--- src/rtl/nn_bus_pkg.sv ---
`default_nettype none
// +----------------------------------------------------------------------+
// | Module   : nn_bus_pkg                                                |
// | Purpose  : Address map, register bit positions and state encodings   |
// |            shared by the NN accelerator bus host and its transfer    |
// |            engine.                                                   |
// | Revision : 1.0  initial release                                      |
// +----------------------------------------------------------------------+
package nn_bus_pkg;

  // Accelerator address map (word addresses on a 13-bit bus)
  localparam logic [12:0] c_pix_base   = 13'd0;
  localparam int          c_pix_words  = 98;
  localparam logic [12:0] c_wgt_base   = 13'd196;
  localparam int          c_wgt_words  = 3920;
  localparam logic [12:0] c_res_base   = 13'd4116;
  localparam int          c_n_results  = 10;
  localparam logic [12:0] c_ctrl_addr  = 13'd4126;
  localparam logic [12:0] c_stat_addr  = 13'd4127;
  localparam logic [15:0] c_poll_limit = 16'd65535;

  // Control register bits
  localparam int c_ctrl_clear = 0;
  localparam int c_ctrl_start = 3;

  // Status register bits
  localparam int c_stat_done = 0;
  localparam int c_stat_ovf  = 1;

  // Control words written during a run
  localparam logic [31:0] c_ctrl_clr_word   = 32'h1 << c_ctrl_clear;
  localparam logic [31:0] c_ctrl_start_word = 32'h1 << c_ctrl_start;
  localparam logic [31:0] c_ctrl_idle_word  = 32'h0;

  // Host sequencing states
  typedef enum logic [3:0] {
    ST_IDLE  = 4'd0,
    ST_CLR1  = 4'd1,
    ST_CLR0  = 4'd2,
    ST_PIX   = 4'd3,
    ST_WGT   = 4'd4,
    ST_START = 4'd5,
    ST_POLL  = 4'd6,
    ST_STOP  = 4'd7,
    ST_RES   = 4'd8,
    ST_FIN   = 4'd9
  } host_state_t;

  // Single-transfer engine states
  typedef enum logic [1:0] {
    XS_IDLE = 2'd0,
    XS_HOLD = 2'd1,
    XS_WAIT = 2'd2
  } xfer_state_t;

endpackage
`default_nettype wire

--- src/rtl/avalon_single_xfer.sv ---
`default_nettype none
// +----------------------------------------------------------------------+
// | Module   : avalon_single_xfer                                        |
// | Purpose  : One Avalon-MM single-beat read or write handshake.        |
// |            A request is presented on the bus in the cycle it is      |
// |            raised; if the slave stalls, the command is captured and  |
// |            held unchanged until waitrequest drops. Reads then wait   |
// |            for readdatavalid before the next request is taken.       |
// | Revision : 1.0  initial release                                      |
// +----------------------------------------------------------------------+
module avalon_single_xfer
  import nn_bus_pkg::*;
(
  input  logic        clk,
  input  logic        n_rst,
  // request side
  input  logic        req,
  input  logic        rnw,
  input  logic [12:0] addr,
  input  logic [31:0] wdata,
  output logic        ack,
  output logic [31:0] rdata,
  output logic        rvalid,
  // Avalon side
  output logic [12:0] address,
  output logic        write,
  output logic        read,
  output logic [31:0] writedata,
  input  logic        waitrequest,
  input  logic [31:0] readdata,
  input  logic        readdatavalid
);

  xfer_state_t r_state;
  xfer_state_t w_next_state;
  logic [12:0] r_addr;
  logic [31:0] r_wdata;
  logic        r_rnw;

  // Transfer state register
  always_ff @(posedge clk or negedge n_rst) begin
    if (!n_rst) r_state <= XS_IDLE;
    else        r_state <= w_next_state;
  end

  // Capture the command as it is first presented so a stall cannot disturb it
  always_ff @(posedge clk or negedge n_rst) begin
    if (!n_rst) begin
      r_addr  <= 13'd0;
      r_wdata <= 32'd0;
      r_rnw   <= 1'b0;
    end else if (r_state == XS_IDLE && req) begin
      r_addr  <= addr;
      r_wdata <= wdata;
      r_rnw   <= rnw;
    end
  end

  // Bus drive and handshake decode
  always_comb begin
    w_next_state = r_state;
    address      = 13'd0;
    write        = 1'b0;
    read         = 1'b0;
    writedata    = 32'd0;
    ack          = 1'b0;
    rvalid       = 1'b0;
    rdata        = 32'd0;
    case (r_state)
      XS_IDLE: begin
        // address follows the requester even with no request so that it
        // stays put across idle source cycles
        address = addr;
        if (req) begin
          write     = ~rnw;
          read      = rnw;
          writedata = rnw ? 32'd0 : wdata;
          if (!waitrequest) begin
            ack          = 1'b1;
            w_next_state = rnw ? XS_WAIT : XS_IDLE;
          end else begin
            w_next_state = XS_HOLD;
          end
        end
      end
      XS_HOLD: begin
        address   = r_addr;
        write     = ~r_rnw;
        read      = r_rnw;
        writedata = r_rnw ? 32'd0 : r_wdata;
        if (!waitrequest) begin
          ack          = 1'b1;
          w_next_state = r_rnw ? XS_WAIT : XS_IDLE;
        end
      end
      XS_WAIT: begin
        address = r_addr;
        if (readdatavalid) begin
          rvalid       = 1'b1;
          rdata        = readdata;
          w_next_state = XS_IDLE;
        end
      end
      default: w_next_state = XS_IDLE;
    endcase
  end

endmodule
`default_nettype wire

--- src/rtl/avalon_nn_host.sv ---
`default_nettype none
// +----------------------------------------------------------------------+
// | Module   : avalon_nn_host                                            |
// | Purpose  : Avalon-MM initiator that walks the NN accelerator through |
// |            one inference: clear, load pixels (and optionally         |
// |            weights) from a local source, start, poll for done, stop  |
// |            and read back every result register.                      |
// | Revision : 1.0  initial release                                      |
// +----------------------------------------------------------------------+
module avalon_nn_host
  import nn_bus_pkg::*;
#(
  parameter logic [12:0] PIX_BASE   = c_pix_base,
  parameter int          PIX_WORDS  = c_pix_words,
  parameter logic [12:0] WGT_BASE   = c_wgt_base,
  parameter int          WGT_WORDS  = c_wgt_words,
  parameter logic [12:0] RES_BASE   = c_res_base,
  parameter int          N_RESULTS  = c_n_results,
  parameter logic [12:0] CTRL_ADDR  = c_ctrl_addr,
  parameter logic [12:0] STAT_ADDR  = c_stat_addr,
  parameter logic [15:0] POLL_LIMIT = c_poll_limit
) (
  input  logic        clk,
  input  logic        n_rst,
  input  logic        go,
  input  logic        load_weights,
  input  logic        src_valid,
  input  logic [31:0] src_data,
  output logic        src_ready,
  output logic [12:0] address,
  output logic        write,
  output logic        read,
  output logic [31:0] writedata,
  output logic        beginbursttransfer,
  output logic [9:0]  burstcount,
  input  logic [31:0] readdata,
  input  logic        readdatavalid,
  input  logic        waitrequest,
  input  logic [1:0]  response,
  output logic        busy,
  output logic        done,
  output logic        overflow_flag,
  output logic        error,
  output logic        result_valid,
  output logic [3:0]  result_idx,
  output logic [16:0] result_data
);

  localparam logic [11:0] c_pix_last = 12'(PIX_WORDS - 1);
  localparam logic [11:0] c_wgt_last = 12'(WGT_WORDS - 1);
  localparam logic [11:0] c_res_last = 12'(N_RESULTS - 1);

  host_state_t r_state;
  host_state_t w_next_state;

  logic [11:0] r_word_cnt;
  logic [15:0] r_poll_cnt;
  logic        r_load_wgt;
  logic        r_error;
  logic        r_ovf;

  logic        w_req;
  logic        w_rnw;
  logic [12:0] w_addr;
  logic [31:0] w_wdata;
  logic        w_ack;
  logic [31:0] w_rdata;
  logic        w_rvalid;

  logic [15:0] w_poll_inc;
  logic        w_word_last;
  logic        w_data_phase;
  logic        w_unused;

  assign w_poll_inc   = r_poll_cnt + 16'd1;
  assign w_data_phase = (r_state == ST_PIX) || (r_state == ST_WGT);
  assign w_word_last  = (r_state == ST_PIX) ? (r_word_cnt == c_pix_last) :
                        (r_state == ST_WGT) ? (r_word_cnt == c_wgt_last) :
                                              (r_word_cnt == c_res_last);

  avalon_single_xfer u_xfer (
    .clk           (clk),
    .n_rst         (n_rst),
    .req           (w_req),
    .rnw           (w_rnw),
    .addr          (w_addr),
    .wdata         (w_wdata),
    .ack           (w_ack),
    .rdata         (w_rdata),
    .rvalid        (w_rvalid),
    .address       (address),
    .write         (write),
    .read          (read),
    .writedata     (writedata),
    .waitrequest   (waitrequest),
    .readdata      (readdata),
    .readdatavalid (readdatavalid)
  );

  // Host state register
  always_ff @(posedge clk or negedge n_rst) begin
    if (!n_rst) r_state <= ST_IDLE;
    else        r_state <= w_next_state;
  end

  // Next state and the request presented to the transfer engine
  always_comb begin
    w_next_state = r_state;
    w_req        = 1'b0;
    w_rnw        = 1'b0;
    w_addr       = 13'd0;
    w_wdata      = 32'd0;
    case (r_state)
      ST_IDLE: begin
        if (go) w_next_state = ST_CLR1;
      end
      ST_CLR1: begin
        w_req   = 1'b1;
        w_addr  = CTRL_ADDR;
        w_wdata = c_ctrl_clr_word;
        if (w_ack) w_next_state = ST_CLR0;
      end
      ST_CLR0: begin
        w_req   = 1'b1;
        w_addr  = CTRL_ADDR;
        w_wdata = c_ctrl_idle_word;
        if (w_ack) w_next_state = ST_PIX;
      end
      ST_PIX: begin
        // two pixels per word, so word k lands at base + 2k
        w_req   = src_valid;
        w_addr  = PIX_BASE + {r_word_cnt, 1'b0};
        w_wdata = src_data;
        if (w_ack && w_word_last) w_next_state = r_load_wgt ? ST_WGT : ST_START;
      end
      ST_WGT: begin
        w_req   = src_valid;
        w_addr  = WGT_BASE + {1'b0, r_word_cnt};
        w_wdata = src_data;
        if (w_ack && w_word_last) w_next_state = ST_START;
      end
      ST_START: begin
        w_req   = 1'b1;
        w_addr  = CTRL_ADDR;
        w_wdata = c_ctrl_start_word;
        if (w_ack) w_next_state = ST_POLL;
      end
      ST_POLL: begin
        w_req  = 1'b1;
        w_rnw  = 1'b1;
        w_addr = STAT_ADDR;
        if (w_rvalid) begin
          if (w_rdata[c_stat_done])         w_next_state = ST_STOP;
          else if (w_poll_inc == POLL_LIMIT) w_next_state = ST_STOP;
        end
      end
      ST_STOP: begin
        w_req   = 1'b1;
        w_addr  = CTRL_ADDR;
        w_wdata = c_ctrl_idle_word;
        if (w_ack) w_next_state = r_error ? ST_FIN : ST_RES;
      end
      ST_RES: begin
        w_req  = 1'b1;
        w_rnw  = 1'b1;
        w_addr = RES_BASE + {1'b0, r_word_cnt};
        if (w_rvalid && w_word_last) w_next_state = ST_FIN;
      end
      ST_FIN: begin
        w_next_state = ST_IDLE;
      end
      default: w_next_state = ST_IDLE;
    endcase
  end

  // Word/poll counters and the sticky run flags
  always_ff @(posedge clk or negedge n_rst) begin
    if (!n_rst) begin
      r_word_cnt <= 12'd0;
      r_poll_cnt <= 16'd0;
      r_load_wgt <= 1'b0;
      r_error    <= 1'b0;
      r_ovf      <= 1'b0;
    end else begin
      case (r_state)
        ST_IDLE: begin
          if (go) begin
            r_word_cnt <= 12'd0;
            r_poll_cnt <= 16'd0;
            r_load_wgt <= load_weights;
            r_error    <= 1'b0;
            r_ovf      <= 1'b0;
          end
        end
        ST_PIX, ST_WGT: begin
          if (w_ack) r_word_cnt <= w_word_last ? 12'd0 : r_word_cnt + 12'd1;
        end
        ST_POLL: begin
          if (w_rvalid) begin
            if (w_rdata[c_stat_done]) begin
              r_ovf <= w_rdata[c_stat_ovf];
            end else begin
              r_poll_cnt <= w_poll_inc;
              if (w_poll_inc == POLL_LIMIT) r_error <= 1'b1;
            end
          end
        end
        ST_RES: begin
          if (w_rvalid) r_word_cnt <= w_word_last ? 12'd0 : r_word_cnt + 12'd1;
        end
        default: ;
      endcase
      // a bad read response is recorded but the sequence carries on
      if (w_rvalid && (response != 2'b00)) r_error <= 1'b1;
    end
  end

  assign src_ready          = w_data_phase & write & ~waitrequest;
  assign busy               = (r_state != ST_IDLE) && (r_state != ST_FIN);
  assign done               = (r_state == ST_FIN);
  assign overflow_flag      = r_ovf;
  assign error              = r_error;
  assign result_valid       = (r_state == ST_RES) && w_rvalid;
  assign result_idx         = r_word_cnt[3:0];
  assign result_data        = w_rdata[16:0];
  assign beginbursttransfer = 1'b0;
  assign burstcount         = 10'd1;

  // only the low result bits and the status flags are consumed
  assign w_unused = &{1'b0, w_rdata[31:17]};

endmodule
`default_nettype wire
--- config.mk ---
export PLATFORM = sky130hd
export DESIGN_NAME = avalon_nn_host
export DESIGN_NICKNAME = d
export VERILOG_FILES = /design/src/rtl/nn_bus_pkg.sv /design/src/rtl/avalon_single_xfer.sv /design/src/rtl/avalon_nn_host.sv
export SDC_FILE = /design/constraint.sdc
export NUM_CORES = 1
export LEC_CHECK = 0
export BUFFER_PORTS_ARGS = -buffer_cell sky130_fd_sc_hd__buf_2
export CORE_ASPECT_RATIO = 1.5
export CORE_UTILIZATION = 25
export DETAILED_ROUTE_END_ITERATION = 12
export PLACE_DENSITY_LB_ADDON = 0.15
export SYNTH_ARGS = -nofsm -noshare
export SYNTH_HDL_FRONTEND = slang
export SYNTH_SLANG_ARGS = --single-unit
--- constraint.sdc ---
create_clock -name clk -period 5.6 [get_ports clk]
set_input_delay 0.84 -clock clk [delete_from_list [all_inputs] [get_ports clk]]
set_output_delay 0.84 -clock clk [all_outputs]
set_load 0.01 [all_outputs]
After elaboration in Yosys (flattened, before gate mapping) --
Index checks and enable logic that the tools add are counted. W data, S select, Z words.
Word-level totals: register bits 83, bits of input ports 73, output and inout port bits 85
Operators by class: add/subtract/negate cells 4, equality and inequality tests 37, mux-type cells 61, bitwise operators 5, reductions and logical operators 26
Operators by type and width (count):
- $mux W32 | 3
- $pmux W32 S3 | 1
- $pmux W13 S5 | 1
- $pmux W32 S2 | 1
- $mux W12 | 4
- $mux W16 | 3
- $mux W4 | 11
- $pmux W12 S3 | 1
- $pmux W4 S9 | 1
- $mux W17 | 2
- $pmux W16 S2 | 1
- $pmux W13 S2 | 1
- $ne A2 B2 Y1 const B | 11
- $mux W1 | 18
- $add A16 B1 Y16 const B | 1
- $eq A16 B16 Y1 const B | 1
- $eq A4 B3 Y1 const B | 4
- $add A13 B12 Y13 const A | 1
- $add A8 B12 Y13 const A | 1
- $add A12 B1 Y12 const B | 1
- $eq A12 B12 Y1 const B | 1
- $eq A12 B4 Y1 const B | 1
- $eq A12 B7 Y1 const B | 1
- $mux W2 | 6
- 28 further kinds | 56

Logic depth before layout (Yosys ltp) --
Gate-level depths: netlist of run 1.
depth in word-level cells 8, gate-level depth with buffers 13, depth with buffers taken out 11

By module --
A second synthesis of run 1 with hierarchy kept.
Second synthesis, totals: cell total of the unflattened synthesis 646, area, all modules 6040.8 um^2
Modules (own cells, without submodules):
- avalon_nn_host | instances 1, cells each 410, area an instance 3239.4 um^2
- avalon_single_xfer | instances 1, cells each 236, area an instance 2801.4 um^2

Worst setup path after synthesis of run 1 --
OpenSTA, ideal clock, no wires.
path type reg-to-output, from register r_state[0], to output address[8], arrival 2575 ps, required time 4760 ps, setup slack 2185 ps, stages on the path, launching flop included 14, buffers on the path 2, cells stage by stage dfrtp_1 buf_6 or2_1 buf_4 nor2_4 nand2_2 inv_2 ha_1 a21o_1 a31o_2 a21oi_1 xnor2_1 a22oi_1 o21ai_0
On the way: word-level cells in the longest chain between the ends 4, elaborated cells on any way between the ends 11
Ends and longest elaborated chain:
- from (decl) | RTL line avalon_nn_host.sv:53 | host_state_t r_state;
- from (signal assigned) | RTL line avalon_nn_host.sv:103 | else r_state <= w_next_state;
- $eq A4 B3 Y1, or another cell as far along | RTL line avalon_nn_host.sv:113 | case (r_state)
- $reduce_or A4 Y1 (no line)
- $pmux W13 S5 (*) | RTL line avalon_nn_host.sv:113
- $pmux W13 S2 (*) | RTL line avalon_single_xfer.sv:69 | case (r_state)
- to (decl) | RTL line avalon_nn_host.sv:30 | output logic [12:0] address,
Mark *: on every way between the ends. The rest lies on a longest branch, timed or not.

Worst setup path after layout of run 1 --
from register r_state[0], to output address[11]
The elaborated chain is that of the path after synthesis.

==> results of run 1 <==
## layout by cell type, fill, tap and decap left out, types with 4 or more instances in the layout
cell / Yosys / final
a211oi_1: 7 / 7
a21o_1: 11 / 11
a21oi_1: 24 / 24
a22o_1: 58 / 58
a22oi_1: 7 / 7
a31oi_1: 12 / 12
and3_1: 20 / 20
buf_2: 15 / 130
buf_4: 18 / 5
clkbuf_16: 0 / 9
conb_1: 2 / 11
dfrtp_1: 83 / 83
ha_1: 13 / 13
inv_1: 15 / 15
mux2_2: 8 / 8
nand2_1: 51 / 51
nand2b_1: 5 / 5
nand3_1: 11 / 11
nand4_1: 13 / 13
nor2_1: 40 / 39
nor3_1: 8 / 8
nor3b_1: 4 / 4
o211a_1: 4 / 4
o21ai_0: 55 / 55
o22ai_1: 12 / 12
o31ai_1: 9 / 9
o41ai_1: 4 / 4
or3_1: 6 / 6
xnor2_1: 4 / 4
## metrics by stage
| step | power (mW) | instance area (µm²) | cells |
|---|---|---|---|
| floorplan | 2.29 | 5610 | 634 |
| global placement | 2.80 | 6290 | 975 |
| detailed placement | 2.82 | 6290 | 975 |
| CTS | 3.50 | 6610 | 990 |
| global route | 3.71 | 6610 | 990 |
| finish | 3.44 | 6610 | 991 |
## cell type report
type | instances | area, µm²
Timing Repair Buffer | 135 | 688
Antenna cell | 1 | 2.50
Fill cell | 2330 | 15200
Clock buffer | 10 | 239
Tap cell | 272 | 340
Inverter | 17 | 63.8
Clock inverter | 5 | 77.6
Multi-Input combinational cell | 468 | 3120
Sequential cell | 83 | 2080
## worst max-delay path, stage by stage, from the launching register on
cell,delay (ps)
dfrtp_1,740
or2_1,480
nor2_4,60
nand2_2,150
inv_2,110
ha_1,350
a31oi_1,150
o21bai_1,290
a21oi_1,170
or3_1,360
a31oi_1,260
o21ai_0,130
buf_2,150
## state kept, by name, indices dropped and copies added (netlist names)
| signal | count |
|---|---|
| u_xfer.r_rnw | 1 |
| r_poll_cnt | 16 |
| r_load_wgt | 1 |
| overflow_flag | 1 |
| u_xfer.r_state | 2 |
| u_xfer.r_wdata | 32 |
| u_xfer.r_addr | 13 |
| r_word_cnt | 12 |
| r_state | 4 |
| error | 1 |
## worst max-delay path by stage
| stage | startpoint | to | slack (ps) |
|---|---|---|---|
| after floorplan | r_state[0] | address[8] | 2190 |
| after global placement | r_state[0] | address[11] | 1500 |
| after detailed placement | r_state[0] | address[11] | 1430 |
| after CTS | r_state[0] | address[11] | 1040 |
| after global routing | r_state[0] | address[11] | 800 |
| final | r_state[0] | address[11] | 1020 |
## kinds of logic after synthesis
kind of cell | share of synthesized area (%)
AOI/OAI and AO/OA | 31.4
and+or+nand+nor | 17.1
DFF | 37.2
buffers and inverters | 7.67
adders and majority gates | 2.91
muxes | 2.00
xor gates and xnor gates | 1.59
other | 0.135
## layer usage
metal  up-vias  part of all wire (%)  track usage (%)  wire, µm
met5         -                 0.059                0        10
met4         2                   1.8             5.62       305
met3        15                   4.9             3.57       839
met2       146                    50             25.4      8560
met1      2564                    43             17.1      7360
li1       2521                     -                -         -
## power by group
group	total, mW	switching, mW	internal, mW	leakage [nW]
Combinational	1.83	1.11	0.717	1.89
Clock	0.646	0.247	0.399	0.154
Sequential	0.960	0.198	0.762	1.11
Total	3.44	1.56	1.88	3.15
==> flow_summary.toml, run 1 <==
[finish]
syn_to_final_growth_pct = 18.4
layout-drive-gt1-share_pct = 24.4
fin_util_pct = 30.3
nets = 800

[synth]
synth_top_cell_area_share_pct = 37.2
synth.area.top_cells = "dfrtp_1 37%, a22o_1 9.1%, o21ai_0 4.9%, nand2_1 3.4%, ha_1 2.9%"
ys_seq_elements = 83
synth_edf_count = 0
synth_commonest_cells = "83 x dfrtp_1, 58 x a22o_1, 55 x o21ai_0"
yosys.area.top_type = "dfrtp_1"
synth_flop_cell = "dfrtp_1"
syn_inst = 625
syn_area_per_cell_um2 = 8.93
synth_warnings = 0
ys_async_sr_fraction_pct = 100
ys_seq_area_share_pct = 37.2
ys_types = 80
syn-cell-area_um2 = 5580
synth.most_common_cell = "dfrtp_1"

[worst_setup_path]
regToRegStartpoint = "r_state[0]"
cp.arrival_ps = 3740
critPathRequiredTime_ps = 4760
end_kind = "primary output"
r2r_cells = 10
crit_path_start_kind = "register"
r2r-end = "r_state[0]"
rrSetupSlack_ps = 1940
path_class = "register to primary output"
crit_fanout = 20

[detailed_routing]
drtPass1Iterations = 6
ant_nets = 0
vias_per_cell = 5.30
wl_um = 17100
first_iter_violations = 261
drc = 0
post_drt_wl_per_cell_um = 17.2
vias = 5248

[die]
dieWidth_um = 124
num_rows = 66
initial_core_util_pct = 25.6
core_area_um2 = 21800
dieHeight_um = 185
num_io_pins = 158
die_area_um2 = 22900

[clock_network]
cts_htree_levels = 3
hold_buffers = 0
cts_resized = 0
clockRootBuffer = "clkbuf_16"
clock_latency_ps = 340
cts_buffers = 9
cts_buffer_depth = 2
post_cts_buffers = 0
cts_tree = "built"
clkSinkCount = 83
clk_pin_slew_ps = 60

[timing]
post-route-period-util_pct = 81.8
period_needed_ps = 4580
maxSlewViolCount = 0
worstMarginPinSlew_ps = 1200
grt_setup_unrepaired = "no"
finalHoldViolations = 0
setup-violations-final = 0
slew_headroom_pct = 19.5
hold_ws_ps = 458
setup_slack_ps = 1020
fin_worst_skew_ps = 4.30
fin_setup_tns_ps = 0
fmax_ghz = 0.218

[placement]
portBuffers = 131
post-place-ws_ps = 1430
dp.final_hpwl_um = 12300
gp_congestion = 0.828

[flow_run]
drv_cap = 0

[global_routing]
grt_max_degree = 59
overflow = 0
antenna_found_initial = 2
grtUsageTotal_pct = 14.6
grt_pass1_wl_um = 25600
grt_pass1_vias = 4855

[pwr]
power.leakage_nw = 3.15
pwr_density_cell_nw_per_um2 = 520
ir_drop_v = 0.000225

[status]
outcome = "finished clean"

[min_path]
hold_path.class = "input port to async pin"
Note: power is estimated with default switching activity, not from simulation.
==> run 2: changes to the inputs <==
--- a/config.mk
+++ b/config.mk
@@ -5,6 +5,7 @@
 export SDC_FILE = /design/constraint.sdc
 export NUM_CORES = 1
 export LEC_CHECK = 0
+export ABC_AREA = 1
 export BUFFER_PORTS_ARGS = -buffer_cell sky130_fd_sc_hd__buf_2
 export CORE_ASPECT_RATIO = 1.5
 export CORE_UTILIZATION = 25
==> constraint.sdc (replaced) <==
create_clock -name clk -period 3.8 [get_ports clk]
set_input_delay 0.57 -clock clk [delete_from_list [all_inputs] [get_ports clk]]
set_output_delay 0.57 -clock clk [all_outputs]
set_load 0.01 [all_outputs]
==> run 2 against run 1 <==
  * Sequential power increased by 19%
  * Wire length decreased by 0.46%
  * Cell count increased by 20%
  * Clock power increased by 37%
  * Final area increased by 1.9%
  * Non-clock buffer count increased by 3
  * Largest cell class unchanged
  * Highest routed layer is now met4
==> flow_summary.toml, run 2 <==
[synth]
yosys.area.top_type = "dfrtp_1"
synth_warnings = 0
ys_seq_elements = 83
synth_top_cell_area_share_pct = 37.0
ys_seq_area_share_pct = 37.0
synth_flop_cell = "dfrtp_1"
syn-cell-area_um2 = 5610
ys_async_sr_fraction_pct = 100
ys_types = 43
syn_area_per_cell_um2 = 7.02
synth.most_common_cell = "nand2_1"
synth_edf_count = 0
synth_commonest_cells = "183 x nand2_1, 111 x inv_1, 91 x o21ai_0"
syn_inst = 799
synth.area.top_cells = "dfrtp_1 37%, nand2_1 12%, o21ai_0 8.1%, nand3_1 7.6%, inv_1 7.4%"

[worst_setup_path]
regToRegStartpoint = "r_state[3]"
critPathRequiredTime_ps = 3230
cp.arrival_ps = 2860
rrSetupSlack_ps = 1080
crit_fanout = 7
crit_path_start_kind = "register"
end_kind = "primary output"
r2r_cells = 13
path_class = "register to primary output"
r2r-end = "r_state[0]"

[clock_network]
cts_tree = "built"
cts_htree_levels = 3
clk_pin_slew_ps = 70
clkSinkCount = 83
cts_buffers = 9
cts_buffer_depth = 2
cts_resized = 0
post_cts_buffers = 0
clock_latency_ps = 350
clockRootBuffer = "clkbuf_16"
hold_buffers = 0

[finish]
design_area_um2 = 6730
layout-drive-gt1-share_pct = 21.0
final_common_cell = "nand2_1"
multi_input_area_um2 = 2870
ff_latch_area_um2 = 2080
largest_reg_flops = 32
final_cell_mix = "183 x nand2_1, 130 x buf_2, 111 x inv_1"
filler_cell_count = 2426
nets = 999
top_regs = "u_xfer.r_wdata x32, r_poll_cnt x16, u_xfer.r_addr x13"
fin_util_pct = 30.8
largest-register = "u_xfer.r_wdata"
syn_to_final_growth_pct = 20.1
instances_no_fill = 1191

[placement]
portBuffers = 131
placed_cells = 1174
placed_area_um2 = 6430
gp_congestion = 0.827
dp.final_hpwl_um = 12700

[detailed_routing]
highest_layer = "met4"
drc = 0
wl_met1_um = 7060
ant_nets = 0
first_iter_violations = 224
vias_per_cell = 4.48
wl_met2_um = 9120
wl_met3_um = 395
post_drt_wl_per_cell_um = 14.3
vias = 5339
drtPass1Iterations = 4
wl_um = 17000

[die]
initial_core_util_pct = 25.6
num_rows = 66
die_area_um2 = 23000
dieWidth_um = 124
dieHeight_um = 185
num_io_pins = 158
core_area_um2 = 21900

[timing]
fin_setup_tns_ps = 0
maxSlewViolCount = 0
period_needed_ps = 3430
setup-violations-final = 0
fmax_ghz = 0.292
finalHoldViolations = 0
grt_setup_unrepaired = "no"
post-route-period-util_pct = 90.2
slew_headroom_pct = 34.6
worstMarginPinSlew_ps = 979
fin_worst_skew_ps = 8.04

[global_routing]
grt_max_degree = 73
grt_pass1_wl_um = 27200
grtUsageTotal_pct = 15.0
grt_pass1_vias = 5199
antenna_found_initial = 1
overflow = 0

[pwr]
pwr_density_cell_nw_per_um2 = 651
ir_drop_v = 0.000272
power.leakage_nw = 3.43

[status]
outcome = "finished clean"

[flow_run]
drv_cap = 0

[min_path]
hold_path.class = "input port to async pin"
[run 2: cell count changes in the layout (fill, tap and decap cells not counted), sizes merged, moves of 8 or more]
cell	before	now
xor2	3	17
a21o	11	0
and3	20	0
mux2	9	1
o21ai	57	113
nor2	41	65
nand3	12	86
a22o	58	1
a31oi	12	1
nand2	52	193
inv	16	123
nand4	13	4
[run 2: through the flow]
step                setup WS [ps]  total power [mW]  hold WS [ps]
finish                        373              4.39           346
floorplan                    1010              2.87           274
CTS                           161              4.46           415
global route                 25.8              4.77           450
detailed placement            552              3.56           466
global placement              565              3.57           464
[run 2: layout make-up]
cell class / instances / share of cell area (%)
Multi-Input combinational cell: 562 / 42.6
Sequential cell: 83 / 30.8
Antenna cell: 1 / 0.0372
Clock buffer: 9 / 3.35
Clock inverter: 7 / 0.873
Tap cell: 272 / 5.05
Timing Repair Buffer: 138 / 10.6
Inverter: 119 / 6.63
[run 2: how the worst max path moves through the flow]
stage	start	endpoint	slack, ps	cells past startpoint
global placement	r_state[1]	address[12]	570	15
detailed placement	r_state[1]	address[9]	550	14
finish	r_state[1]	address[9]	370	14
floorplan	r_state[1]	address[10]	1010	11
global route	r_state[1]	address[10]	30	14
CTS	r_state[1]	address[10]	160	14
[run 2: cell families after synthesis]
logic type,count (synthesis),share of synthesized area (%)
muxes,1,0.201
xor gates and xnor gates,18,2.81
buffers and inverters,163,12.7
adders and majority gates,13,2.90
other,2,0.134
and+or+nand+nor,362,28.6
AOI/OAI and AO/OA,157,15.6
DFF,83,37.0
[run 2: routing by layer]
metal / GRT usage (%) / vias up
li1: - / 2776
met1: 17.1 / 2451
met2: 27.9 / 86
met3: 1.99 / 26
met4: 6.22 / 0
met5: 0 / -
[run 2: worst max-delay path, stage by stage, from the launching register on]
cell and delay, ps:
dfrtp_1 440, nor2_4 200, nand3_4 150, inv_1 160
ha_1 170, nand2_1 70, o21ai_2 190, nand3_1 100
a21oi_1 270, or2_1 150, nand3_1 60, o21ai_1 160
nand2_1 90, a21oi_1 160, buf_2 160
[run 2: report_power, final]
part	leakage, nW	switching (mW)	internal [mW]
Combinational	2.16	1.68	0.690
Clock	0.139	0.425	0.457
Sequential	1.13	0.0953	1.04
